$ cat src/rtl/serial_sub_pkg.sv
// Shared types and defaults for the bit-serial subtractor.
package serial_sub_pkg;

  typedef enum logic [1:0] {
    S_IDLE  = 2'd0,
    S_SHIFT = 2'd1,
    S_DONE  = 2'd2
  } state_e;

  localparam int SUB_DEFAULT_WIDTH = 8;

endpackage

$ cat src/rtl/serial_subtractor_fs_bit_cell.sv
// Single-bit full-subtractor cell: d = x - y - bi, bo = borrow out.
module fs_bit_cell
  import serial_sub_pkg::*;
(
  input  logic x,
  input  logic y,
  input  logic bi,
  output logic d,
  output logic bo
);

  assign d  = x ^ y ^ bi;
  assign bo = (~x & y) | (~x & bi) | (y & bi);

endmodule

$ cat src/rtl/serial_subtractor.sv
// Bit-serial WIDTH-bit subtractor (a - b - bin), LSB first, start/busy/done handshake.
// Optional SERIAL_SUB_OVF_EN adds a registered two's-complement overflow output (ovf).
module serial_subtractor
  import serial_sub_pkg::*;
#(
  parameter int WIDTH = SUB_DEFAULT_WIDTH
) (
  input  logic             clk,
  input  logic             rst_n,
  input  logic             start,
  input  logic [WIDTH-1:0] a,
  input  logic [WIDTH-1:0] b,
  input  logic             bin,
  output logic             busy,
  output logic             done,
  output logic [WIDTH-1:0] diff,
  output logic             borrow_out
`ifdef SERIAL_SUB_OVF_EN
  ,
  output logic             ovf
`endif
);

  localparam int CW = (WIDTH > 1) ? $clog2(WIDTH) : 1;
  localparam logic [CW-1:0] LAST = CW'(WIDTH - 1);

  state_e           state_q;
  logic [CW-1:0]    count_q;
  logic [WIDTH-1:0] sa_q, sb_q, sa_d, sb_d;
  logic             borrow_q;
  logic             busy_q, done_q, bout_q;
  logic [WIDTH-1:0] diff_q;
  logic             cell_d, cell_bo;

  fs_bit_cell u_cell (
    .x  (sa_q[0]),
    .y  (sb_q[0]),
    .bi (borrow_q),
    .d  (cell_d),
    .bo (cell_bo)
  );

  // Result bits enter sa from the MSB as operand bits leave at the LSB,
  // so after WIDTH shifts sa_d holds the complete difference.
  assign sa_d = {cell_d, sa_q[WIDTH-1:1]};
  assign sb_d = {1'b0, sb_q[WIDTH-1:1]};

`ifdef SERIAL_SUB_OVF_EN
  logic a_msb_q, b_msb_q, ovf_q;
`endif

  always_ff @(posedge clk) begin
    if (!rst_n) begin
      state_q  <= S_IDLE;
      count_q  <= '0;
      sa_q     <= '0;
      sb_q     <= '0;
      borrow_q <= 1'b0;
      busy_q   <= 1'b0;
      done_q   <= 1'b0;
      diff_q   <= '0;
      bout_q   <= 1'b0;
`ifdef SERIAL_SUB_OVF_EN
      a_msb_q  <= 1'b0;
      b_msb_q  <= 1'b0;
      ovf_q    <= 1'b0;
`endif
    end else begin
      done_q <= 1'b0;
      unique case (state_q)
        S_IDLE: begin
          if (start) begin
            sa_q     <= a;
            sb_q     <= b;
            borrow_q <= bin;
            count_q  <= '0;
            busy_q   <= 1'b1;
            state_q  <= S_SHIFT;
`ifdef SERIAL_SUB_OVF_EN
            a_msb_q  <= a[WIDTH-1];
            b_msb_q  <= b[WIDTH-1];
`endif
          end
        end
        S_SHIFT: begin
          sa_q     <= sa_d;
          sb_q     <= sb_d;
          borrow_q <= cell_bo;
          if (count_q == LAST) begin
            state_q <= S_DONE;
            done_q  <= 1'b1;
            diff_q  <= sa_d;
            bout_q  <= cell_bo;
`ifdef SERIAL_SUB_OVF_EN
            ovf_q   <= (a_msb_q ^ b_msb_q) & (a_msb_q ^ cell_d);
`endif
          end else begin
            count_q <= count_q + CW'(1);
          end
        end
        S_DONE: begin
          busy_q  <= 1'b0;
          state_q <= S_IDLE;
        end
        default: begin
          busy_q  <= 1'b0;
          state_q <= S_IDLE;
        end
      endcase
    end
  end

  assign busy       = busy_q;
  assign done       = done_q;
  assign diff       = diff_q;
  assign borrow_out = bout_q;
`ifdef SERIAL_SUB_OVF_EN
  assign ovf        = ovf_q;
`endif

endmodule

$ cat config.mk
export PLATFORM = sky130hd
export DESIGN_NAME = serial_subtractor
export DESIGN_NICKNAME = d
export VERILOG_FILES = /design/src/rtl/serial_sub_pkg.sv /design/src/rtl/serial_subtractor_fs_bit_cell.sv /design/src/rtl/serial_subtractor.sv
export SDC_FILE = /design/constraint.sdc
export NUM_CORES = 1
export LEC_CHECK = 0
export BUFFER_PORTS_ARGS = -buffer_cell sky130_fd_sc_hd__buf_2
export CAP_MARGIN = 10
export CORE_MARGIN = 8
export CORE_UTILIZATION = 34
export CTS_BUF_LIST = sky130_fd_sc_hd__clkbuf_4 sky130_fd_sc_hd__clkbuf_8
export CTS_CLUSTER_SIZE = 24
export DETAILED_ROUTE_END_ITERATION = 7
export PLACE_DENSITY_LB_ADDON = 0.15
export REMOVE_ABC_BUFFERS = 1
export SLEW_MARGIN = 20
export SYNTH_ARGS = -nofsm -noshare
export SYNTH_HDL_FRONTEND = slang
export SYNTH_SLANG_ARGS = --single-unit
$ cat constraint.sdc
create_clock -name clk -period 1.5 [get_ports clk]
set_clock_uncertainty 0.1 [all_clocks]
set_input_delay 0.15 -clock clk [delete_from_list [all_inputs] [get_ports clk]]
set_output_delay 0.15 -clock clk [all_outputs]
set_load 0.02 [all_outputs]
Word-level counts from Yosys, hierarchy flattened
Cells that the tools add are included.

Register bits after elaboration: 33. Bits of input ports: 20. Word-level logic and storage cells: 47.

Add/subtract/negate cells: 1. Equality and inequality tests: 5. Muxes and demuxes: 15. Bitwise gates (word level): 9. Reductions and logical operators: 8.

Operators by type and width (number): case mux 8 bit (2 select lines) (2); two-way mux 8 bit (2); AND reduction 2 bit (5); two-way mux 3 bit (2); != test 2 bit (second input constant) (3); case mux 3 bit (2 select lines) (1); two-way mux 2 bit (2); case mux 1 bit (2 select lines) (2); case mux 2 bit (2 select lines) (1); adder 3 x 1 -> 3 bit (second input constant) (1); AND 1 bit (3); == test 3 bit (second input constant) (1); two-way mux 1 bit (3); AND reduction 3 bit (1); == test 2 x 1 -> 1 bit (second input constant) (1); logical NOT 2 bit (1); inverter 1 bit (2); OR 1 bit (2); nonzero test 2 bit (1); bitwise XOR 1 bit (2).

Logic depth before layout (Yosys ltp)
Depth after elaboration: 5. Gate-level depth with buffers: 6. Mapped depth without buffers: 5.

Modules after synthesis
From an unflattened synthesis, not the netlist that was laid out.

Cells, all modules: 134. Area total of the unflattened synthesis: 1386.3 um^2.

Modules (own cells, without submodules): serial_subtractor (instances 1, cells each 131, area an instance 1358.8 um^2, seq. area each 660.6 um^2); fs_bit_cell (instances 1, cells each 3, area an instance 27.5 um^2, seq. area each 0.0 um^2).

Worst setup path after synthesis
Ideal clock, no wire load.

Path kind: reg-to-reg. Start point: reg count_q[0]. End point: reg diff_q[0] (netlist: diff[0]). Setup time: 0.128 ns. Arrival: 1.271 ns. Data required time: 1.272 ns. Path slack: 0.001 ns. Stages on the path, launching flop included: 7. Cell sequence: dfxtp_1 > ha_1 > ha_1 > nand3b_1 > buf_6 > mux2i_1 > nor2_1.

Cells in the longest elaborated chain, start to end: 2.

Ends and longest elaborated chain: start: declaration (line serial_subtractor.sv:28) `logic [CW-1:0] count_q;`; start signal: assignment (line serial_subtractor.sv:98) `count_q <= count_q + CW'(1);`; == test 3 bit (line serial_subtractor.sv:89) `if (count_q == LAST) begin`; AND reduction 2 bit (no source line); end signal: assignment (line serial_subtractor.sv:61) `diff_q <= '0;`; end signal: assignment (line serial_subtractor.sv:92) `diff_q <= sa_d;`; end: declaration (line serial_subtractor.sv:32) `logic [WIDTH-1:0] diff_q;`.

Every way passes these cells. A chain may end at the register's enable or synchronous reset.

Worst setup path in the final report
Start point: reg count_q[0]. End point: reg diff_q[5] (netlist: diff[5]).

The elaborated chain is that of the path after synthesis.

==> metrics <==
Design Area, Final=1782 um^2; DRC=0; Crit Path Class=reg2reg; clk sink count=33; layout cells sized above 1=0.2808; fill count=417; Setup violations, final=0; critical path arrival=1.49 ns; Worst Hold Class=in2reg; final wirelength=3348 um; CTS tree=yes; largest fanout on the critical path=6; mapped cell area=1384 um^2; max cap viols=0; P per Cell Area=1046 nW/um^2; die width=79.80 um; die height=79.80 um; cell count of the worst hold path=3; ranking of synthesized cells by area=dfxtp_1, nand2_1, a31oi_1, mux2i_1, o21ai_0; final period utilization=0.9559; Lkg Pwr=0.8144 nW; dpl cell area=1613 um^2; type of destination of the critical path=register; I/O Buffers=30; Sw Ratio=0.2457; register clock-pin slew on the reported worst setup and hold paths=0.07 ns; largest net degree at the start of global routing=33; CP Cell Sequence=ha_4 > ha_4 > nand3b_1 > buf_4 > buf_16 > mux2i_1 > nor2_1; synth cell count leaders=nand2_1, dfxtp_1, a31oi_1; Hold Path Origin=b[6]; final hold viol count=0; CP max-delay cell=dfxtp_2; DRT iter0 DRCs=28; Critical Path Max Stage Delay=0.34 ns; Worst EP required=1.56 ns; ant diodes=0; GRT Total Usage=0.1099; Synth Register Bits=33; Synth cell types=23; Die ar.=6367 um^2; f_max=0.6975 GHz; worst r2r path cells=7; min Tclk post-route=1.434 ns; r2r setup slk=0.07 ns; combinational share of power=0.114; Post-synth EDFFs=0; gr ovfl total=0; DR WL/cell=13.23 um; first-pass GRT wire length=5499 um; outcome=complete, no violations; htree depth=2; pins over their slew limit=0; clock root cell=clkbuf_8; peak supply drop=423.2 uV; Initial Utilization=0.3485; Register Area=663.1 um^2; area of the multi-input gates=663.1 um^2; Synth-to-Final Area Change=28.75%; gpl congestion=0.7120; Core Area=3971 um^2; Post-layout nets=226; cell row count=23; setup TNS=0 ns; Async SR Flop Fraction=0; CP most frequent cell=ha_4; DP Wirelength=2308 um; clock share of power=0.371; post-synth top area share=0.4774; initial antenna violation count=0; CP Launch Type=register; Worst path depth=7; post-synthesis instance total=163; Worst-Margin Slew=0.5486 ns; Int Power=1.405 mW; via count=1227; Worst path top cell family by delay=flip-flops; clock tree buffer depth=2; cell taking the most area after synthesis=dfxtp_1; Synth Flop Type=dfxtp_1; Syn. warnings=0; Clock Latency Late Sink=0.28 ns; CTS Hold Buffers Added=0; synthesized area per cell=8.490 um^2; antenna-violating nets left=0; WHS Endpoint=sb_q[6]; RSZ-0062 raised after global routing=yes; vias in the first global route=1200; crit path buf inv count=2; Flop pwr share=0.515; worst reg2reg endpoint=diff[5]; Relative slew margins=0.6338; vias per inst=4.850; cell with the most instances after synthesis=nand2_1; first drt pass iteration count=4; RR Startpoint=count_q[0]; sequential area share after synthesis=0.4774; Net Sw Power=0.4577 mW; TritonCTS Buffers=5; I/O Pins=31
## worst min-delay path, stage by stage
cell and delay [ns]:
buf_2 0.10, nand2_1 0.04, a31oi_1 0.07
## routing by layer
metal / part of all wire / global-route usage / vias up
met3: 0.071 / 0.04730 / 5
li1: - / - / 634
met5: 0 / 0 / -
met4: 0.016 / 0.04909 / 0
met2: 0.45 / 0.1654 / 31
met1: 0.46 / 0.1324 / 557
## repair_timing
item,CTS,global route
endpoints found under the hold margin,0,0
cloned,1,0
buffers inserted,2,3
resized for setup,6,2
pin swaps,1,0
endpoints found under the setup margin,1,10
## flip-flops by register name (all words and copies together), names as in the netlist
| name | flops |
|---|---|
| busy | 1 |
| done | 1 |
| borrow_out | 1 |
| diff | 8 |
| sa_q | 8 |
| count_q | 3 |
| state_q | 2 |
| sb_q | 8 |
| borrow_q | 1 |
## power groups by stage
stage	registers (mW)	clock network (mW)	logic (mW)
4_1_cts	0.959	0.723	0.211
6_report	0.959	0.691	0.213
2_1_floorplan	0.975	0	0.110
5_1_grt	0.965	0.756	0.238
3_3_place_gp	0.975	0	0.200
3_5_place_dp	0.976	0	0.208
## stage by stage
step | power, mW | instances | hold slack [ns] | setup slack [ns] | utilization
detailed placement | 1.185 | 241 | 0.3170 | 0.01456 | 0.4061
global route | 1.959 | 253 | 0.02142 | -0.03381 | 0.4486
CTS | 1.893 | 251 | 0.008807 | 0.01384 | 0.4477
global placement | 1.175 | 241 | 0.3136 | 0.08151 | 0.4061
floorplan | 1.086 | 152 | 0.1883 | -0.1922 | -
finish | 1.863 | 253 | 0.02048 | 0.06621 | 0.4486
## worst max-delay path by stage
stage               start         end  slack, ns
2_1_floorplan  count_q[0]     diff[7]      -0.19
3_3_place_gp   count_q[0]     diff[0]       0.08
3_5_place_dp   count_q[0]     diff[6]       0.01
4_1_cts        count_q[0]     diff[6]       0.01
5_1_grt        count_q[0]  borrow_out      -0.03
6_report       count_q[0]     diff[5]       0.07
## cells by family after synthesis
group,count (synthesis),synth area share
compound gates,41,0.1673
buf+inv,15,0.06600
flops,33,0.4774
mux,8,0.05787
simple gates,63,0.1989
fa+ha+maj,3,0.03255
## cells in the final DEF, fill, tap and decap left out, types with 2 or more instances in the layout
cell and instances:
nor2_1 13, a31oi_1 19, ha_4 2, nand3b_1 2, clkbuf_8 6, nand2_1 35, nand2b_1 4, dfxtp_2 2
mux2i_1 8, inv_1 4, dfxtp_1 31, nand3_1 4, a21oi_1 4, buf_4 12, o21ai_0 13, nor2b_1 2
buf_2 30, o21ai_1 4
## final cells by class
cell class	count	share of cell area
Sequential cell	33	0.3722
Multi-Input combinational cell	115	0.3722
Timing Repair Buffer	44	0.1615
Clock buffer	7	0.05056
Tap cell	50	0.03511
Inverter	4	0.008427
Power figures use the tool's default switching activity.
